[src/rtl/sawtooth_period_detector.sv]
// sawtooth_period_detector: recovers the period of an 8-bit sawtooth stream from wrap-to-wrap timing.
// Optional feature macro SAWTOOTH_DET_AVG_EN: report the mean of the last four captures.
module sawtooth_period_detector #(
  parameter int unsigned COUNT_WIDTH    = 16,
  parameter int unsigned DROP_THRESHOLD = 64,
  parameter int unsigned TOLERANCE      = 2,
  parameter int unsigned LOCK_MATCHES   = 2
) (
  input  logic                   clk,
  input  logic                   reset,
  input  logic [7:0]             sample_in,
  output logic [COUNT_WIDTH-1:0] period,
  output logic                   period_valid,
  output logic                   locked,
  output logic                   timeout
);

  typedef enum logic [1:0] {
    SEEK    = 2'd0,
    ACQUIRE = 2'd1,
    TRACK   = 2'd2
  } state_t;

  localparam int unsigned            MW      = (LOCK_MATCHES < 1) ? 1 : $clog2(LOCK_MATCHES + 1);
  localparam logic [COUNT_WIDTH-1:0] CNT_MAX = '1;
  localparam logic [COUNT_WIDTH-1:0] CNT_ONE = COUNT_WIDTH'(1);
  localparam logic [8:0]             DROP_TH = 9'(DROP_THRESHOLD);
  localparam logic [COUNT_WIDTH:0]   TOL     = (COUNT_WIDTH + 1)'(TOLERANCE);
  localparam logic [MW:0]            LM      = (MW + 1)'(LOCK_MATCHES);

  state_t                 state_q, state_d;
  logic [7:0]             prev_q;
  logic [COUNT_WIDTH-1:0] cnt_q, cnt_d;
  logic [COUNT_WIDTH-1:0] last_q, last_d;
  logic [COUNT_WIDTH-1:0] period_q, period_d;
  logic [MW-1:0]          match_q, match_d;
  logic                   has_last_q, has_last_d;
  logic                   pv_q, pv_d;
  logic                   locked_q, locked_d;
  logic                   to_q, to_d;

  logic                   wrap, meas, cap, sat, is_match, lock_hit;
  logic [8:0]             drop;
  logic [COUNT_WIDTH:0]   cnt_x, last_x, absdiff;
  logic [MW:0]            match_inc;

  assign drop = {1'b0, prev_q} - {1'b0, sample_in};
  assign wrap = (prev_q > sample_in) && (drop >= DROP_TH);

  // FSM: state register
  always_ff @(posedge clk) begin
    if (reset) state_q <= SEEK;
    else       state_q <= state_d;
  end

  // FSM: next state
  always_comb begin
    state_d = state_q;
    unique case (state_q)
      SEEK: begin
        if (wrap) state_d = ACQUIRE;
      end
      ACQUIRE: begin
        if (sat)           state_d = SEEK;
        else if (lock_hit) state_d = TRACK;
      end
      TRACK: begin
        if (sat)                   state_d = SEEK;
        else if (cap && !is_match) state_d = ACQUIRE;
      end
      default: state_d = SEEK;
    endcase
  end

  // FSM: decoded per-cycle events; a wrap on the saturating cycle beats the timeout
  always_comb begin
    meas = (state_q != SEEK);
    cap  = meas && wrap;
    sat  = meas && !wrap && (cnt_q == CNT_MAX);
  end

  // Period comparison widened by one bit so the difference never wraps
  always_comb begin
    cnt_x     = {1'b0, cnt_q};
    last_x    = {1'b0, last_q};
    absdiff   = (cnt_x >= last_x) ? (cnt_x - last_x) : (last_x - cnt_x);
    is_match  = (absdiff <= TOL);
    match_inc = {1'b0, match_q} + 1'b1;
    lock_hit  = cap && has_last_q && is_match && (match_inc >= LM);
  end

  always_comb begin
    cnt_d      = cnt_q;
    match_d    = match_q;
    last_d     = last_q;
    has_last_d = has_last_q;
    if (wrap)      cnt_d = CNT_ONE;
    else if (sat)  cnt_d = '0;
    else if (meas) cnt_d = cnt_q + 1'b1;
    if (sat) begin
      match_d    = '0;
      has_last_d = 1'b0;
    end else if (cap) begin
      last_d     = cnt_q;
      has_last_d = 1'b1;
      if (has_last_q) begin
        if (!is_match)          match_d = '0;
        else if (match_inc <= LM) match_d = match_inc[MW-1:0];
      end
    end
    locked_d = (state_d == TRACK);
    to_d     = sat;
  end

`ifdef SAWTOOTH_DET_AVG_EN
  logic [2:0][COUNT_WIDTH-1:0] hist_q, hist_d;
  logic [2:0]                  ncap_q, ncap_d;
  logic [COUNT_WIDTH+1:0]      sum;

  // The newest capture plus the three before it form the averaging window
  always_comb begin
    hist_d = hist_q;
    ncap_d = ncap_q;
    sum    = {2'b00, hist_q[0]} + {2'b00, hist_q[1]} + {2'b00, hist_q[2]} + {2'b00, cnt_q};
    if (sat) begin
      ncap_d = '0;
    end else if (cap) begin
      hist_d[2] = hist_q[1];
      hist_d[1] = hist_q[0];
      hist_d[0] = cnt_q;
      if (ncap_q != 3'd4) ncap_d = ncap_q + 1'b1;
    end
    pv_d     = cap && (ncap_q >= 3'd3);
    period_d = pv_d ? sum[COUNT_WIDTH+1:2] : period_q;
  end

  always_ff @(posedge clk) begin
    if (reset) begin
      hist_q <= '0;
      ncap_q <= '0;
    end else begin
      hist_q <= hist_d;
      ncap_q <= ncap_d;
    end
  end
`else
  always_comb begin
    pv_d     = cap;
    period_d = cap ? cnt_q : period_q;
  end
`endif

  always_ff @(posedge clk) begin
    if (reset) begin
      prev_q     <= '0;
      cnt_q      <= '0;
      last_q     <= '0;
      period_q   <= '0;
      match_q    <= '0;
      has_last_q <= 1'b0;
      pv_q       <= 1'b0;
      locked_q   <= 1'b0;
      to_q       <= 1'b0;
    end else begin
      prev_q     <= sample_in;
      cnt_q      <= cnt_d;
      last_q     <= last_d;
      period_q   <= period_d;
      match_q    <= match_d;
      has_last_q <= has_last_d;
      pv_q       <= pv_d;
      locked_q   <= locked_d;
      to_q       <= to_d;
    end
  end

  assign period       = period_q;
  assign period_valid = pv_q;
  assign locked       = locked_q;
  assign timeout      = to_q;

endmodule

[config.mk]
export PLATFORM = sky130hd
export DESIGN_NAME = sawtooth_period_detector
export DESIGN_NICKNAME = d
export VERILOG_FILES = /design/src/rtl/sawtooth_period_detector.sv
export SDC_FILE = /design/constraint.sdc
export NUM_CORES = 1
export LEC_CHECK = 0
export ABC_AREA = 0
export BUFFER_PORTS_ARGS = -buffer_cell sky130_fd_sc_hd__buf_2
export CAP_MARGIN = 0
export CORE_MARGIN = 8
export CORE_UTILIZATION = 50
export CTS_BUF_LIST = sky130_fd_sc_hd__clkbuf_8
export DETAILED_ROUTE_END_ITERATION = 10
export PLACE_DENSITY_LB_ADDON = 0.3
export SKIP_CTS_REPAIR_TIMING = 1
export SLEW_MARGIN = 20
export SYNTH_ARGS = -nofsm -noshare
export SYNTH_HDL_FRONTEND = slang
export SYNTH_SLANG_ARGS = --single-unit
[constraint.sdc]
create_clock -name clk -period 3.2 [get_ports clk]
set_input_delay 0.48 -clock clk [delete_from_list [all_inputs] [get_ports clk]]
set_output_delay 0.48 -clock clk [all_outputs]
set_load 0.02 [all_outputs]
==> results of run 1 <==
[metrics by stage]
stage,setup TNS (ns),setup WS (ns),power [mW]
6_report,0,0.0719,1.27
5_1_grt,-0.0887,-0.0393,1.33
4_1_cts,-0.00192,-0.00192,1.25
3_5_place_dp,0,0.0332,0.877
3_3_place_gp,0,0.138,0.873
2_1_floorplan,0,0.156,0.792
[cells in the final DEF (no fill, tap or decap), drive strengths merged, types with 8 or more instances in the layout]
master,synthesis,routed
a21o,9,9
a21oi,55,55
and3,8,8
buf,8,93
dfxtp,48,48
ha,43,43
inv,55,56
nand2,62,62
nand3,11,11
nand4,15,15
nor2,62,62
nor2b,8,8
nor3,10,10
nor4,9,9
o21ai,20,20
xnor2,24,24
[power groups by stage]
stage	clock [mW]	combinational, mW	sequential [mW]
final	0.376	0.285	0.613
after global routing	0.409	0.311	0.615
after CTS	0.384	0.253	0.612
after detailed placement	0	0.252	0.626
after global placement	0	0.247	0.626
after floorplan	0	0.165	0.627
[worst max-delay path, cell delays in order (launching register included)]
cell and delay (ns):
dfxtp_2 0.34, inv_2 0.07, ha_4 0.13, inv_1 0.06
fa_2 0.42, a211oi_4 0.29, nor3_2 0.08, or3_4 0.44
mux2i_1 0.14, nor3_1 0.27, nand4_1 0.14, a221oi_2 0.25
buf_4 0.18, nand3_1 0.06, and3b_1 0.15
[worst max-delay path by stage]
stage               slack, ns  cells past startpoint    endpoint       start
finish                   0.07                     14  state_q[0]   last_q[0]
global route            -0.04                     14      locked   last_q[0]
CTS                    -0.002                     14  match_q[0]   last_q[0]
detailed placement       0.03                     13  state_q[0]   last_q[0]
global placement         0.14                     13  state_q[0]   last_q[4]
floorplan                0.16                     13  state_q[0]  last_q[13]
[final cells by class]
type	count	area (um2)	share of cell area, %
multi-input combinational	431	2920	59.1
sequential	48	963	19.5
tap	105	131	2.66
inverter	55	206	4.17
clock buffer	6	82.6	1.67
clock inverter	2	11.3	0.228
timing repair buffer	93	628	12.7
[metal layers]
| metal | track usage (%) | part of all wire [%] | vias up |
|---|---|---|---|
| met4 | 6.63 | 2.4 | 0 |
| met2 | 36.8 | 48 | 124 |
| li1 | - | - | 2112 |
| met1 | 28.0 | 45 | 2002 |
| met3 | 2.22 | 4.1 | 24 |
| met5 | 0 | 0 | - |
[kinds of logic (layout without fill, tap and decap cells)]
kind of cell / count (synthesis) / count (layout)
AND/OR/NAND/NOR: 207 / 207
AO/OA/AOI/OAI: 148 / 148
buffers and inverters: 78 / 156
flip-flops: 48 / 48
adder cells (fa/ha/maj): 46 / 46
XOR/XNOR: 25 / 25
multiplexers: 5 / 5
[sequential cells by signal, indices dropped and copies added, names as in the netlist, 2 cells and up]
name     flops
state_q      2
prev_q       8
last_q      16
match_q      2
cnt_q       16
==> results.cfg, run 1 <==
[synthesis]
ys_top_cells_by_area = dfxtp_1, ha_1, a21oi_1
avgSynthCellArea_um2 = 7.37
netlist_instances = 557
synth_top_area_cell = dfxtp_1
synth_top_area_share_pct = 23.4
ys_types = 63
synth.cell_area_um2 = 4110
synth_xor_area_share_pct = 5.33
yosys-top-cells-count = nand2_1, nor2_1, a21oi_1, inv_1, dfxtp_1
synth-simple-area-share_pct = 23.8
synthMuxAreaShare_pct = 1.28
synthAdderAreaFrac_pct = 14.6
synth-edff-count = 0
ys_seq_area_share_pct = 23.4
yosys_most_used_dff = dfxtp_1
synth_compound_area_share_pct = 23.9
synth_nets = 613
yosys_warnings = 0
synth_top_family_by_area = compound AO/OA/AOI/OAI gates
ys_seq_elements = 48
ys_async_sr_fraction_pct = 0

[cts]
clockBufferDepth = 2
cts-root-buf = clkbuf_8
htree_levels = 2
cts_tree = done
clk_pin_slew_worst_paths_ns = 0.09
cts.sinks = 48
clk_latency_ns = 0.30
numCtsBuffers = 5

[routing]
vias = 4262
wl_mm = 12.4
postRouteAntennaNets = 0
first_pass_iters = 5
vias_per_cell = 5.76
drc = 0
wl_per_cell_um = 16.8
initialDrtViolationCount = 227

[place]
place_congestion = 0.946
dp.cells = 729
place_area_um2 = 4740
hpwl_mm = 9.91
io_buffers = 28

[critical_path]
arrival_ns = 3.33
path_class = reg2reg
crit_fanout = 4
cp.required_ns = 3.41
reg2reg_to = state_q[0]
start_kind = flop
cp-end-kind = flop
reg2reg_slack_ns = 0.07
reg2reg_depth = 14
reg2reg_from = last_q[0]

[finish]
nFillCells = 766
n_antenna_cell = 0
stdcell_count = 740
area_growth_pct = 20.5
fin_area_um2 = 4950
drive_gt1_share_pct = 20.3
fin_util_pct = 61.1
nets = 690

[pwr]
peakVddDrop_uv = 315
pwr-share-clk_pct = 29.5
powerDensity_nw_per_um2 = 258
intPower_mw = 0.913
swShare_pct = 28.4
total_leakage_power_nw = 2.19
combPwrFrac_pct = 22.4
p_switching_mw = 0.362
seqPwrFrac_pct = 48.1

[global_route]
groute.usage.overall_pct = 21.6
overflow = 0
antenna_found_initial = 0
first_global_vias = 4136
grt_pass1_wl_mm = 20.2
grt_max_degree = 33

[hold_path]
min_path_cells = 3
holdPathEnd = prev_q[3]
hp-start = sample_in[3]
hold_class = in2reg

[timing]
fin_crit_sh_pct = 97.8
drv_slew = 0
worst_clock_skew_ns = 0.00994
fmax_mhz = 320
setup_violations = 0
whs_ns = 0.417
period_needed_ns = 3.13
finalHoldViolations = 0
worst_slew_pin_slew_ns = 0.641
relSlewSlack_pct = 57.3

[floorplanning]
io_pins = 29
die_w_um = 107
die_h_um = 107
dieArea_um2 = 11400
core.rowCount = 33
initial_core_util_pct = 50.7
core_um2 = 8090

[job]
maxCapViolCount = 0

[run_status]
status = finished clean
Note: power is estimated with default switching activity, not from simulation.
==> run 2, diff against run 1 <==
- RECOVER_POWER: unset -> 50
- SKIP_LAST_GASP: unset -> 1
==> run 2 against run 1 <==
  * The flow now finishes with violations (capacitance limit, slew limit)
  * Cell count unchanged
  * Register-to-register slack about the same
  * Core utilization down 0.37 points
  * Die area unchanged
  * Clock power about the same
  * Wire length about the same
  * Worst setup slack worse by 0.014 ns
  * Critical path depth unchanged
  * Via count unchanged
==> results.cfg, run 2 (synthesis gave the netlist of run 1 again) <==
[critical_path]
crit_family = simple AND/OR/NAND/NOR gates
cp-end-kind = flop
cpPeakStageDelay_ns = 0.44
cp-endpoint = state_q[0]
cp.required_ns = 3.41
path_depth = 14
reg2reg_from = last_q[0]
worst-path-buf-inv = 3
start_kind = flop
path_class = reg2reg
path_cells = inv_2 -> ha_4 -> inv_1 -> fa_2 -> a211oi_4 -> nor3_2 -> or3_4 -> mux2i_1 -> nor3_1 -> nand4_1 -> a221oi_2 -> buf_4 -> nand3_1 -> and3b_1
arrival_ns = 3.35
reg2reg_slack_ns = 0.06
reg2reg_to = state_q[0]
crit_fanout = 4
cp_slowest_cell = or3_4
reg2reg_depth = 14
crit_start = last_q[0]

[place]
io_buffers = 28
preCtsSetupSlack_ns = 0.0332
place_area_um2 = 4740
place_congestion = 0.946
hpwl_mm = 9.91

[global_route]
use_met2_pct = 36.8
use_met3_pct = 2.22
grt_pass1_wl_mm = 20.2
grt_max_degree = 33
antenna_found_initial = 0
grt_use_met1_pct = 28.0
overflow = 0
first_global_vias = 4136
groute.usage.overall_pct = 21.6
busiest_layer = met2

[finish]
largestRegisters = cnt_q (16), last_q (16), prev_q (8)
nets = 690
n_antenna_cell = 0
area_growth_pct = 19.7
final_common_cell = buf_4
fin_util_pct = 60.8
fin_area_um2 = 4920
drive_gt1_share_pct = 17.2
layout_common_cells = buf_4, nand2_1, nor2_1, inv_1, a21oi_1

[hold_path]
min_path_cells = 3
hold_class = in2reg
hp-start = sample_in[3]

[pwr]
combPwrFrac_pct = 22.3
swShare_pct = 28.5
powerDensity_nw_per_um2 = 259
intPower_mw = 0.912
peakVddDrop_uv = 315
total_leakage_power_nw = 2.10
pwr-share-clk_pct = 29.6
p_switching_mw = 0.363
seqPwrFrac_pct = 48.1
p_total_mw = 1.27

[timing]
worst_slew_pin_slew_ns = 1.50
setup_slack_ns = 0.0577
period_needed_ns = 3.14
setup_violations = 0
finalHoldViolations = 0
worst_clock_skew_ns = 0.0103
fin_setup_tns_ns = 0
fmax_mhz = 318
drv_slew = 32
fin_crit_sh_pct = 98.2
relSlewSlack_pct = -0.300

[routing]
first_pass_iters = 5
vias_per_cell = 5.76
initialDrtViolationCount = 219
drc = 0
postRouteAntennaNets = 0
vias = 4262
wl_per_cell_um = 16.8
wl_mm = 12.4

[floorplanning]
initial_core_util_pct = 50.7
core.rowCount = 33
die_h_um = 107
die_w_um = 107
io_pins = 29
dieArea_um2 = 11400
core_um2 = 8090

[cts]
htree_levels = 2
clockBufferDepth = 2
numCtsBuffers = 5
cts-root-buf = clkbuf_8
cts_tree = done
cts.sinks = 48
clk_pin_slew_worst_paths_ns = 0.09
clk_latency_ns = 0.30

[job]
maxCapViolCount = 1

[run_status]
violations = capacitance limit, slew limit
status = finished with violations
-- run 2: how the worst min path moves through the flow --
stage / endpoint / slack (ns)
final: prev_q[3] / 0.42
after global routing: prev_q[3] / 0.41
after CTS: prev_q[3] / 0.41
after detailed placement: match_q[1] / 0.46
after global placement: match_q[1] / 0.45
after floorplan: match_q[1] / 0.43
-- run 2: tightest hold or removal path: cells and delay by family --
family | cells | cell delay (ns)
buffers and inverters | 2 | 0.11
AND/OR/NAND/NOR | 1 | 0.08
-- run 2: per-stage QoR --
step / cells / hold WS, ns
detailed placement: 729 / 0.462
CTS: 737 / 0.412
global route: 740 / 0.415
finish: 740 / 0.417
floorplan: 557 / 0.427
global placement: 729 / 0.452
-- run 2: routing by layer --
| metal | up-vias | wire length, um |
|---|---|---|
| met1 | 2000 | 5590 |
| li1 | 2110 | - |
| met2 | 128 | 5970 |
| met5 | - | 0 |
| met3 | 24 | 545 |
| met4 | 0 | 309 |
-- run 2: area by class of cell --
class                      count  area, um2
clock buffer                   6       82.6
clock inverter                 2       11.3
tap                          105        131
multi-input combinational    431       2920
fill                         780       3180
inverter                      55        206
timing repair buffer          93        598
sequential                    48        963
-- run 2: power groups by stage --
stage,clock (mW),sequential (mW),combinational (mW)
after global routing,0.409,0.615,0.310
after global placement,0,0.626,0.247
after CTS,0.384,0.612,0.253
final,0.377,0.613,0.284
after detailed placement,0,0.626,0.252
after floorplan,0,0.627,0.165
==> run 3, diff against run 2 <==
- clock period: 3.2 -> 3.4 ns (I/O delays scaled with it)
==> run 3 against run 2 <==
  * The run now ends clean
  * Highest routed layer unchanged
  * Critical endpoint unchanged
  * Sequential power down 6.2%
  * Cell area is 4.7% lower
  * Via count is 1.9% lower
  * Maximum frequency down 3.8%
  * Worst setup slack better by 0.076 ns
  * Largest cell class unchanged
  * Cell count fell by 3.4%
  * Global-route usage shrank 0.85 points
  * Combinational power is 16% lower
==> results.cfg, run 3 (synthesis gave the netlist of run 1 again) <==
[critical_path]
path_cells = inv_1 -> ha_1 -> and3_1 -> nand2_1 -> o41a_1 -> and3_2 -> buf_4 -> a32oi_2 -> a221oi_1 -> a221oi_2 -> buf_4 -> nand3_1 -> and3b_1
cp.required_ns = 3.60
cpPeakStageDelay_ns = 0.44
path_class = reg2reg
reg2reg_depth = 13
reg2reg_slack_ns = 0.13
cp-end-kind = flop
reg2reg_from = last_q[14]
cp_slowest_cell = o41a_1
reg2reg_to = state_q[0]
crit_fanout = 8
cpMostUsedCell = buf_4
start_kind = flop
arrival_ns = 3.47

[finish]
drive_gt1_share_pct = 11.3
layout_common_cells = nand2_1, nor2_1, inv_1, a21oi_1, dfxtp_1
nFillCells = 849
area_growth_pct = 14.2
fin_util_pct = 57.9
n_antenna_cell = 0
fin_area_um2 = 4690
nets = 665
largestRegisters = cnt_q (16), last_q (16), prev_q (8)

[global_route]
groute.usage.overall_pct = 20.7
first_global_vias = 4137
grt_max_degree = 33
overflow = 0
antenna_found_initial = 0
grt_pass1_wl_mm = 19.6

[pwr]
total_leakage_power_nw = 1.97
powerDensity_nw_per_um2 = 261
p_total_mw = 1.23
peakVddDrop_uv = 319

[timing]
worst_clock_skew_ns = 0.00848
period_needed_ns = 3.27
relSlewSlack_pct = 1.79
worst_slew_pin_slew_ns = 1.47
setup_violations = 0
fin_crit_sh_pct = 96.1
finalHoldViolations = 0
fmax_mhz = 306
drv_slew = 0

[place]
io_buffers = 28
hpwl_mm = 9.47
place_area_um2 = 4580
place_congestion = 0.910

[routing]
vias_per_cell = 5.85
first_pass_iters = 5
postRouteAntennaNets = 0
initialDrtViolationCount = 251
vias = 4181
drc = 0
wl_per_cell_um = 16.4
wl_mm = 11.8

[floorplanning]
die_w_um = 107
dieArea_um2 = 11400
initial_core_util_pct = 50.7
die_h_um = 107
core_um2 = 8090
io_pins = 29
core.rowCount = 33

[job]
maxCapViolCount = 0

[hold_path]
holdPathEnd = prev_q[5]
min_path_cells = 3
hp-start = sample_in[5]
hold_class = in2reg

[cts]
cts.sinks = 48
cts_tree = done
cts-root-buf = clkbuf_8
clk_pin_slew_worst_paths_ns = 0.09
htree_levels = 2
clockBufferDepth = 2
numCtsBuffers = 5
clk_latency_ns = 0.30

[run_status]
status = finished clean
-- run 3: critical path: cells and delay by family (launching register included) --
kind	cells	cell delay, ns
buffers and inverters	3	0.43
adders and majority gates	1	0.37
AOI/OAI and AO/OA	4	1.07
and+or+nand+nor	5	0.91
DFF	1	0.38
-- run 3: metal layers --
metal | global-route usage, % | up-vias | share of wire, %
li1 | - | 2062 | -
met1 | 26.6 | 1989 | 45
met4 | 6.43 | 0 | 0.97
met3 | 1.80 | 10 | 5.0
met2 | 35.9 | 120 | 49
met5 | 0 | - | 0
-- run 3: layout make-up --
class                      instances  area, um2  share of cell area, %
clock inverter                     3       42.5                  0.907
multi-input combinational        431       2860                   61.0
tap                              105        131                   2.80
inverter                          55        206                   4.40
sequential                        48        961                   20.5
clock buffer                       5       68.8                   1.47
timing repair buffer              68        420                   8.97
-- run 3: through the flow --
stage	worst slack, ns	TNS, ns	hold WS (ns)	std cells
2_1_floorplan	0.356	0	0.427	557
3_3_place_gp	0.0311	0	0.442	706
3_5_place_dp	0.0128	0	0.457	706
4_1_cts	-0.0193	-0.0196	0.442	714
5_1_grt	-0.0212	-0.0250	0.450	715
6_report	0.134	0	0.441	715
-- run 3: power by group --
group          internal (mW)  switching, mW  total, mW
combinational          0.103          0.134      0.238
sequential             0.571        0.00467      0.575
clock                  0.218          0.194      0.412
-- run 3: worst max path at each step --
stage / from / end / slack, ns / cells past startpoint
3_3_place_gp: last_q[14] / state_q[0] / 0.03 / 12
3_5_place_dp: last_q[14] / state_q[0] / 0.01 / 12
4_1_cts: last_q[14] / state_q[0] / -0.02 / 12
5_1_grt: last_q[0] / state_q[0] / -0.02 / 13
6_report: last_q[14] / state_q[0] / 0.13 / 13
2_1_floorplan: last_q[13] / state_q[0] / 0.36 / 13
